### src/rtl/uart_master_core.sv
// Single-channel 8N1 UART with a 16550-style byte register file.
// 16x-oversampled receiver, buffered transmitter, programmable divisor, modem pins and loopback.
module uart_master_core #(
    parameter int CLK_FREQ = 27000000,
    parameter int BAUD     = 115200
) (
    input  logic       I_CLK,
    input  logic       I_RESET,
    input  logic       I_TX_EN,
    input  logic [2:0] I_WADDR,
    input  logic [7:0] I_WDATA,
    input  logic       I_RX_EN,
    input  logic [2:0] I_RADDR,
    output logic [7:0] O_RDATA,
    input  logic       SIN,
    output logic       RxRDYn,
    output logic       SOUT,
    output logic       TxRDYn,
    output logic       DDIS,
    output logic       INTR,
    input  logic       DCDn,
    input  logic       CTSn,
    input  logic       DSRn,
    input  logic       RIn,
    output logic       DTRn,
    output logic       RTSn
);

    localparam logic [15:0] DEFAULT_DIV = 16'((CLK_FREQ + 8 * BAUD) / (16 * BAUD));

    typedef enum logic [1:0] {
        S_IDLE,
        S_START,
        S_DATA,
        S_STOP
    } bit_state_t;

    logic [3:0] ier;
    logic [7:0] lcr, mcr, scr, dll, dlm, thr, rbr;
    logic       thr_full, dr, oe, fe, intr_q;
    logic       dlab, loopback;

    assign dlab     = lcr[7];
    assign loopback = mcr[4];

    logic wr_thr, wr_dll, wr_dlm, rd_rbr, rd_lsr;
    assign wr_thr = I_TX_EN && (I_WADDR == 3'd0) && !dlab;
    assign wr_dll = I_TX_EN && (I_WADDR == 3'd0) && dlab;
    assign wr_dlm = I_TX_EN && (I_WADDR == 3'd1) && dlab;
    assign rd_rbr = I_RX_EN && (I_RADDR == 3'd0) && !dlab;
    assign rd_lsr = I_RX_EN && (I_RADDR == 3'd5);

    // Baud generator: one 16x tick every divisor clocks, divisor 0 behaves as 1.
    logic [15:0] divisor, div_m1, baud_cnt;
    logic        tick;
    assign divisor = {dlm, dll};
    assign div_m1  = (divisor == 16'd0) ? 16'd0 : divisor - 16'd1;
    assign tick    = (baud_cnt >= div_m1);

    always_ff @(posedge I_CLK or posedge I_RESET) begin
        if (I_RESET)               baud_cnt <= '0;
        else if (wr_dll || wr_dlm) baud_cnt <= '0;
        else if (tick)             baud_cnt <= '0;
        else                       baud_cnt <= baud_cnt + 16'd1;
    end

    // Transmitter
    bit_state_t tx_st, tx_n;
    logic [3:0] tx_tcnt, tx_tcnt_n;
    logic [2:0] tx_bcnt, tx_bcnt_n;
    logic [7:0] tx_sh, tx_sh_n;
    logic       tx_load, tx_line, tx_idle;

    assign tx_idle = (tx_st == S_IDLE);
    assign tx_line = (tx_st == S_START) ? 1'b0 :
                     (tx_st == S_DATA)  ? tx_sh[0] : 1'b1;

    always_comb begin
        tx_n      = tx_st;
        tx_tcnt_n = tx_tcnt;
        tx_bcnt_n = tx_bcnt;
        tx_sh_n   = tx_sh;
        tx_load   = 1'b0;
        case (tx_st)
            S_IDLE: begin
                if (thr_full) begin
                    tx_n      = S_START;
                    tx_tcnt_n = '0;
                    tx_sh_n   = thr;
                    tx_load   = 1'b1;
                end
            end
            S_START: begin
                if (tick) begin
                    if (tx_tcnt == 4'd15) begin
                        tx_n      = S_DATA;
                        tx_tcnt_n = '0;
                        tx_bcnt_n = '0;
                    end else begin
                        tx_tcnt_n = tx_tcnt + 4'd1;
                    end
                end
            end
            S_DATA: begin
                if (tick) begin
                    if (tx_tcnt == 4'd15) begin
                        tx_tcnt_n = '0;
                        tx_sh_n   = {1'b0, tx_sh[7:1]};
                        if (tx_bcnt == 3'd7) tx_n = S_STOP;
                        else                 tx_bcnt_n = tx_bcnt + 3'd1;
                    end else begin
                        tx_tcnt_n = tx_tcnt + 4'd1;
                    end
                end
            end
            S_STOP: begin
                if (tick) begin
                    if (tx_tcnt == 4'd15) tx_n = S_IDLE;
                    else                  tx_tcnt_n = tx_tcnt + 4'd1;
                end
            end
            default: tx_n = S_IDLE;
        endcase
    end

    always_ff @(posedge I_CLK or posedge I_RESET) begin
        if (I_RESET) begin
            tx_st   <= S_IDLE;
            tx_tcnt <= '0;
            tx_bcnt <= '0;
            tx_sh   <= '0;
        end else begin
            tx_st   <= tx_n;
            tx_tcnt <= tx_tcnt_n;
            tx_bcnt <= tx_bcnt_n;
            tx_sh   <= tx_sh_n;
        end
    end

    // Receiver input: loopback takes the internal TX line ahead of the synchronizer.
    logic [1:0] rx_sync;
    logic       rx_in;
    assign rx_in = rx_sync[1];

    always_ff @(posedge I_CLK or posedge I_RESET) begin
        if (I_RESET) rx_sync <= 2'b11;
        else         rx_sync <= {rx_sync[0], loopback ? tx_line : SIN};
    end

    bit_state_t rx_st, rx_n;
    logic [3:0] rx_tcnt, rx_tcnt_n;
    logic [2:0] rx_bcnt, rx_bcnt_n;
    logic [7:0] rx_sh, rx_sh_n;
    logic       rx_done;

    always_comb begin
        rx_n      = rx_st;
        rx_tcnt_n = rx_tcnt;
        rx_bcnt_n = rx_bcnt;
        rx_sh_n   = rx_sh;
        rx_done   = 1'b0;
        case (rx_st)
            S_IDLE: begin
                if (!rx_in) begin
                    rx_n      = S_START;
                    rx_tcnt_n = '0;
                end
            end
            S_START: begin
                // The eighth tick lands mid start bit; a high line here was a glitch.
                if (tick) begin
                    if (rx_tcnt == 4'd7) begin
                        if (rx_in) begin
                            rx_n = S_IDLE;
                        end else begin
                            rx_n      = S_DATA;
                            rx_tcnt_n = '0;
                            rx_bcnt_n = '0;
                        end
                    end else begin
                        rx_tcnt_n = rx_tcnt + 4'd1;
                    end
                end
            end
            S_DATA: begin
                if (tick) begin
                    if (rx_tcnt == 4'd15) begin
                        rx_tcnt_n = '0;
                        rx_sh_n   = {rx_in, rx_sh[7:1]};
                        if (rx_bcnt == 3'd7) rx_n = S_STOP;
                        else                 rx_bcnt_n = rx_bcnt + 3'd1;
                    end else begin
                        rx_tcnt_n = rx_tcnt + 4'd1;
                    end
                end
            end
            S_STOP: begin
                if (tick) begin
                    if (rx_tcnt == 4'd15) begin
                        rx_done = 1'b1;
                        rx_n    = S_IDLE;
                    end else begin
                        rx_tcnt_n = rx_tcnt + 4'd1;
                    end
                end
            end
            default: rx_n = S_IDLE;
        endcase
    end

    always_ff @(posedge I_CLK or posedge I_RESET) begin
        if (I_RESET) begin
            rx_st   <= S_IDLE;
            rx_tcnt <= '0;
            rx_bcnt <= '0;
            rx_sh   <= '0;
        end else begin
            rx_st   <= rx_n;
            rx_tcnt <= rx_tcnt_n;
            rx_bcnt <= rx_bcnt_n;
            rx_sh   <= rx_sh_n;
        end
    end

    // Modem inputs are asynchronous; present them synchronized and active-high.
    logic [3:0] modem_s1, modem_s2;
    always_ff @(posedge I_CLK or posedge I_RESET) begin
        if (I_RESET) begin
            modem_s1 <= 4'hF;
            modem_s2 <= 4'hF;
        end else begin
            modem_s1 <= {DCDn, RIn, DSRn, CTSn};
            modem_s2 <= modem_s1;
        end
    end

    logic [7:0] lsr, msr, iir;
    logic       thre, temt;
    assign thre = !thr_full;
    assign temt = thre && tx_idle;
    assign lsr  = {1'b0, temt, thre, 1'b0, fe, 1'b0, oe, dr};
    assign msr  = {~modem_s2, 4'b0000};

    always_comb begin
        iir = 8'h01;
        if (ier[2] && (oe || fe)) iir = 8'h06;
        else if (ier[0] && dr)    iir = 8'h04;
        else if (ier[1] && thre)  iir = 8'h02;
    end

    always_comb begin
        O_RDATA = 8'h00;
        case (I_RADDR)
            3'd0: O_RDATA = dlab ? dll : rbr;
            3'd1: O_RDATA = dlab ? dlm : {4'b0000, ier};
            3'd2: O_RDATA = iir;
            3'd3: O_RDATA = lcr;
            3'd4: O_RDATA = mcr;
            3'd5: O_RDATA = lsr;
            3'd6: O_RDATA = msr;
            3'd7: O_RDATA = scr;
            default: O_RDATA = 8'h00;
        endcase
    end

    always_ff @(posedge I_CLK or posedge I_RESET) begin
        if (I_RESET) begin
            ier      <= '0;
            lcr      <= 8'h03;
            mcr      <= '0;
            scr      <= '0;
            dll      <= DEFAULT_DIV[7:0];
            dlm      <= DEFAULT_DIV[15:8];
            thr      <= '0;
            thr_full <= 1'b0;
            rbr      <= '0;
            dr       <= 1'b0;
            oe       <= 1'b0;
            fe       <= 1'b0;
            intr_q   <= 1'b0;
        end else begin
            if (I_TX_EN) begin
                case (I_WADDR)
                    3'd0: if (dlab) dll <= I_WDATA; else thr <= I_WDATA;
                    3'd1: if (dlab) dlm <= I_WDATA; else ier <= I_WDATA[3:0];
                    3'd3: lcr <= I_WDATA;
                    3'd4: mcr <= I_WDATA;
                    3'd7: scr <= I_WDATA;
                    default: ;
                endcase
            end
            // A write landing with the shifter load keeps the new byte pending.
            if (wr_thr)       thr_full <= 1'b1;
            else if (tx_load) thr_full <= 1'b0;

            if (rd_rbr) dr <= 1'b0;
            if (rd_lsr) begin
                oe <= 1'b0;
                fe <= 1'b0;
            end
            // A completing byte overrides any same-cycle read clear.
            if (rx_done) begin
                rbr <= rx_sh;
                dr  <= 1'b1;
                fe  <= ~rx_in;
                oe  <= dr;
            end
            intr_q <= ~iir[0];
        end
    end

    assign INTR   = intr_q;
    assign SOUT   = loopback ? 1'b1 : tx_line;
    assign RxRDYn = ~dr;
    assign TxRDYn = ~thre;
    assign DDIS   = ~I_RX_EN;
    assign DTRn   = ~mcr[0];
    assign RTSn   = ~mcr[1];

endmodule

### config.mk
export PLATFORM = sky130hd
export DESIGN_NAME = uart_master_core
export DESIGN_NICKNAME = d
export VERILOG_FILES = /design/src/rtl/uart_master_core.sv
export SDC_FILE = /design/constraint.sdc
export NUM_CORES = 1
export LEC_CHECK = 0
export BUFFER_PORTS_ARGS = -buffer_cell sky130_fd_sc_hd__buf_2
export CAP_MARGIN = 10
export CORE_MARGIN = 3
export CORE_UTILIZATION = 61
export CTS_CLUSTER_DIAMETER = 80
export DETAILED_ROUTE_END_ITERATION = 8
export GPL_ROUTABILITY_DRIVEN = 0
export PLACE_DENSITY = 0.88
export SLEW_MARGIN = 20
export SYNTH_ARGS = -nofsm -noshare
export SYNTH_HDL_FRONTEND = slang
export SYNTH_SLANG_ARGS = --single-unit
### constraint.sdc
create_clock -name I_CLK -period 4.38 [get_ports I_CLK]
set_input_delay 0.657 -clock I_CLK [delete_from_list [all_inputs] [get_ports I_CLK]]
set_output_delay 0.657 -clock I_CLK [all_outputs]
set_load 0.02 [all_outputs]
==> results.ini <==
[yosys]
yosys.area.top_type_share_pct=40.0
synth_edf_count=0
ys_seq_area_share_pct=46.2
syn_area_mm2=0.00681
synth-async-reset-ratio_pct=100
ys_ff_latch=125
synth.largest_area_cell=dfrtp_1
yosys_warnings=0
yosys-top-cells-area=dfrtp_1 40%, mux2_2 13%, dfstp_2 6.2%
dominantRegCellSynth=dfrtp_1
syn-num-nets=669
synthCells=617
synth_most_common_cell=dfrtp_1
ys_types=67
yosys-top-cells-count=109 x dfrtp_1, 78 x mux2_2, 47 x nand2_1, 43 x nor2_1, 33 x inv_1
syn_area_per_cell_um2=11.0

[cts]
insertion_delay_ns=0.54
clock_sinks=125
cts_tree=done
cts_buffer_depth=2
post-cts-setup-buffer-count=0
postCtsHoldBufs=0
clk_pin_slew_ns=0.06
cts_resized=0
root_buffer=clkbuf_8
cts-buffers-inserted=17
h-tree-depth=4

[routing]
totalWireLength_um=15900
drc=0
num_vias=5090
vias_per_cell=6.33
wl_per_cell_um=19.8
first_pass_iters=5
postRouteAntennaNets=0
drt_iter0_drc=332

[placement]
port_buffers=37
dp_hpwl_um=10900
dpl.cell_count=772

[power_and_ir_drop]
irDropWorstVdd_uv=453
pwr-share-clk_pct=34.2
switchingPower_uw=1380
switching_share_pct=33.4
combPwrFrac_pct=25.8
power_frac_seq_pct=39.9
power.internal_uw=2740
leakage_uw=0.00356
p_total_uw=4110
power_density_mw_per_mm2=533

[run]
drv_cap=0

[timing]
finClkSkew_ns=0.00930
period_needed_ns=4.06
hold_violations=0
maxSlewHeadroom_pct=26.1
fin_setup_tns_ns=0
rsz0062_at_grt=no
tightest_slew_ns=1.11
drv_slew=0
finalSetupViolCount=0
max_freq_ghz=0.246
fin_crit_sh_pct=92.8

[layout]
fill_cells=693
instances_no_fill=804
multi_input_area_mm2=0.00343
nets=707
syn_to_final_growth_pct=13.2
num_antenna_cells=0
regArea_mm2=0.00315
layout-drive-gt1-share_pct=29.0

[setup_path]
cp.arrival_ns=4.48
crit_chain=or4_1, nor4_1, nand3_1, buf_4, nand2_1, ha_1, a21oi_1, o21ai_1, or4_1, o211a_1, mux2_4
slowest_stage=or4_1
crit_path_max_incr_delay_ns=0.68
r2r-end=rx_sh[4]
reg2reg_from=dlm[0]
cp_common_cell=or4_1
ff2ff_setup_slack_ns=0.32
cp_max_fo=15
crit_path_end_kind=flip-flop
path_class=reg -> reg
critical_path_required_ns=4.80
cp-start-kind=flip-flop
reg2reg_depth=11

[min_path]
hold_end=modem_s1[1]
holdCritPathClass=in -> reg
hold_depth=1
hp-start=DSRn

[floorplanning]
start_util_pct=64.3
fp.coreArea_mm2=0.0106
io-pin-count=38
dieArea_mm2=0.0125
chipHeight_um=112
fp-row-count=37
die-width_um=112

[global_routing]
overflow=0
track_usage_pct=26.9
antenna_found_initial=0
grt_pass1_wl_um=26400
grt_max_degree=75
grt_pass1_vias=5151

[run_status]
status=complete, no violations

cell usage in the layout (no fill, tap or decap), types with 15 or more instances in the layout:
| cell | synthesis | routed |
|---|---|---|
| a21oi_1 | 20 | 20 |
| buf_2 | 6 | 37 |
| clkbuf_16 | 0 | 16 |
| dfrtp_1 | 109 | 109 |
| dfstp_2 | 16 | 16 |
| ha_1 | 29 | 29 |
| inv_1 | 33 | 32 |
| mux2_2 | 78 | 78 |
| mux2i_1 | 19 | 19 |
| nand2_1 | 47 | 47 |
| nand3_1 | 21 | 21 |
| nor2_1 | 43 | 43 |
| o21ai_0 | 15 | 15 |
| xnor2_1 | 16 | 16 |
final cells by class:
class | instances | area share (%)
clock inverter | 13 | 2.00
inverter | 33 | 1.64
timing repair buffer | 45 | 3.18
multi-input combinational | 433 | 44.4
tap | 136 | 2.21
clock buffer | 19 | 5.73
sequential | 125 | 40.8
state kept, by name (all words and copies together) (netlist names), 2 cells and up, named ones only:
signal	count
baud_cnt	16
modem_s1	4
rbr	8
modem_s2	4
mcr	8
thr	8
tx_bcnt	3
tx_tcnt	4
ier	4
scr	8
dll	8
rx_sh	8
tx_sh	8
lcr	8
rx_tcnt	4
tx_st	2
dlm	8
rx_bcnt	3
rx_sync	2
worst max-delay path, delay by kind of cell, from the launching register on:
kind,cells,cell delay (ns)
simple gates,5,1.91
flops,1,0.47
mux,1,0.37
fa+ha+maj,1,0.25
buf+inv,1,0.22
compound gates,3,0.72
worst max path at each step:
stage | start | endpoint | cells past startpoint
floorplan | I_RESET | INTR | 1
global placement | dlm[0] | tx_sh[4] | 11
CTS | dlm[0] | rx_sh[4] | 11
detailed placement | dlm[0] | rx_sh[4] | 11
finish | dlm[0] | rx_sh[4] | 11
global route | dlm[0] | rx_sh[4] | 11
metrics by stage:
stage	worst slack, ns	cell area, µm²	hold WS (ns)	util (%)
2_1_floorplan	0.422	6810	0.345	-
3_3_place_gp	0.557	7120	0.346	67.1
3_5_place_dp	0.404	7120	0.352	67.1
4_1_cts	0.348	7710	0.193	72.7
5_1_grt	0.0767	7710	0.189	72.7
6_report	0.317	7710	0.214	72.7
power by group through the flow:
stage          clock network (µW)  logic [µW]  registers [µW]
2_1_floorplan                   0         814            1560
3_3_place_gp                    0         973            1630
3_5_place_dp                    0        1040            1650
4_1_cts                      1420        1060            1630
5_1_grt                      1480        1180            1670
6_report                     1410        1060            1640
logic make-up (layout without fill, tap and decap cells):
group	count (synthesis)	count (layout)	share of synthesized area, %
multiplexers	109	109	18.4
AND/OR/NAND/NOR	171	171	12.8
flip-flops	125	125	46.2
AO/OA/AOI/OAI	96	96	10.2
buffers and inverters	59	110	3.47
XOR/XNOR	28	28	3.60
adder cells (fa/ha/maj)	29	29	5.33
metal layers:
layer	wire (µm)	share of wire (%)	track usage [%]	vias to the layer above
li1	-	-	-	2312
met1	6600	41	34.4	2503
met3	941	5.9	5.87	54
met2	7750	49	43.4	221
met4	628	3.9	13.1	0
met5	0	0	0	-
(Power assumes the default switching activity.)
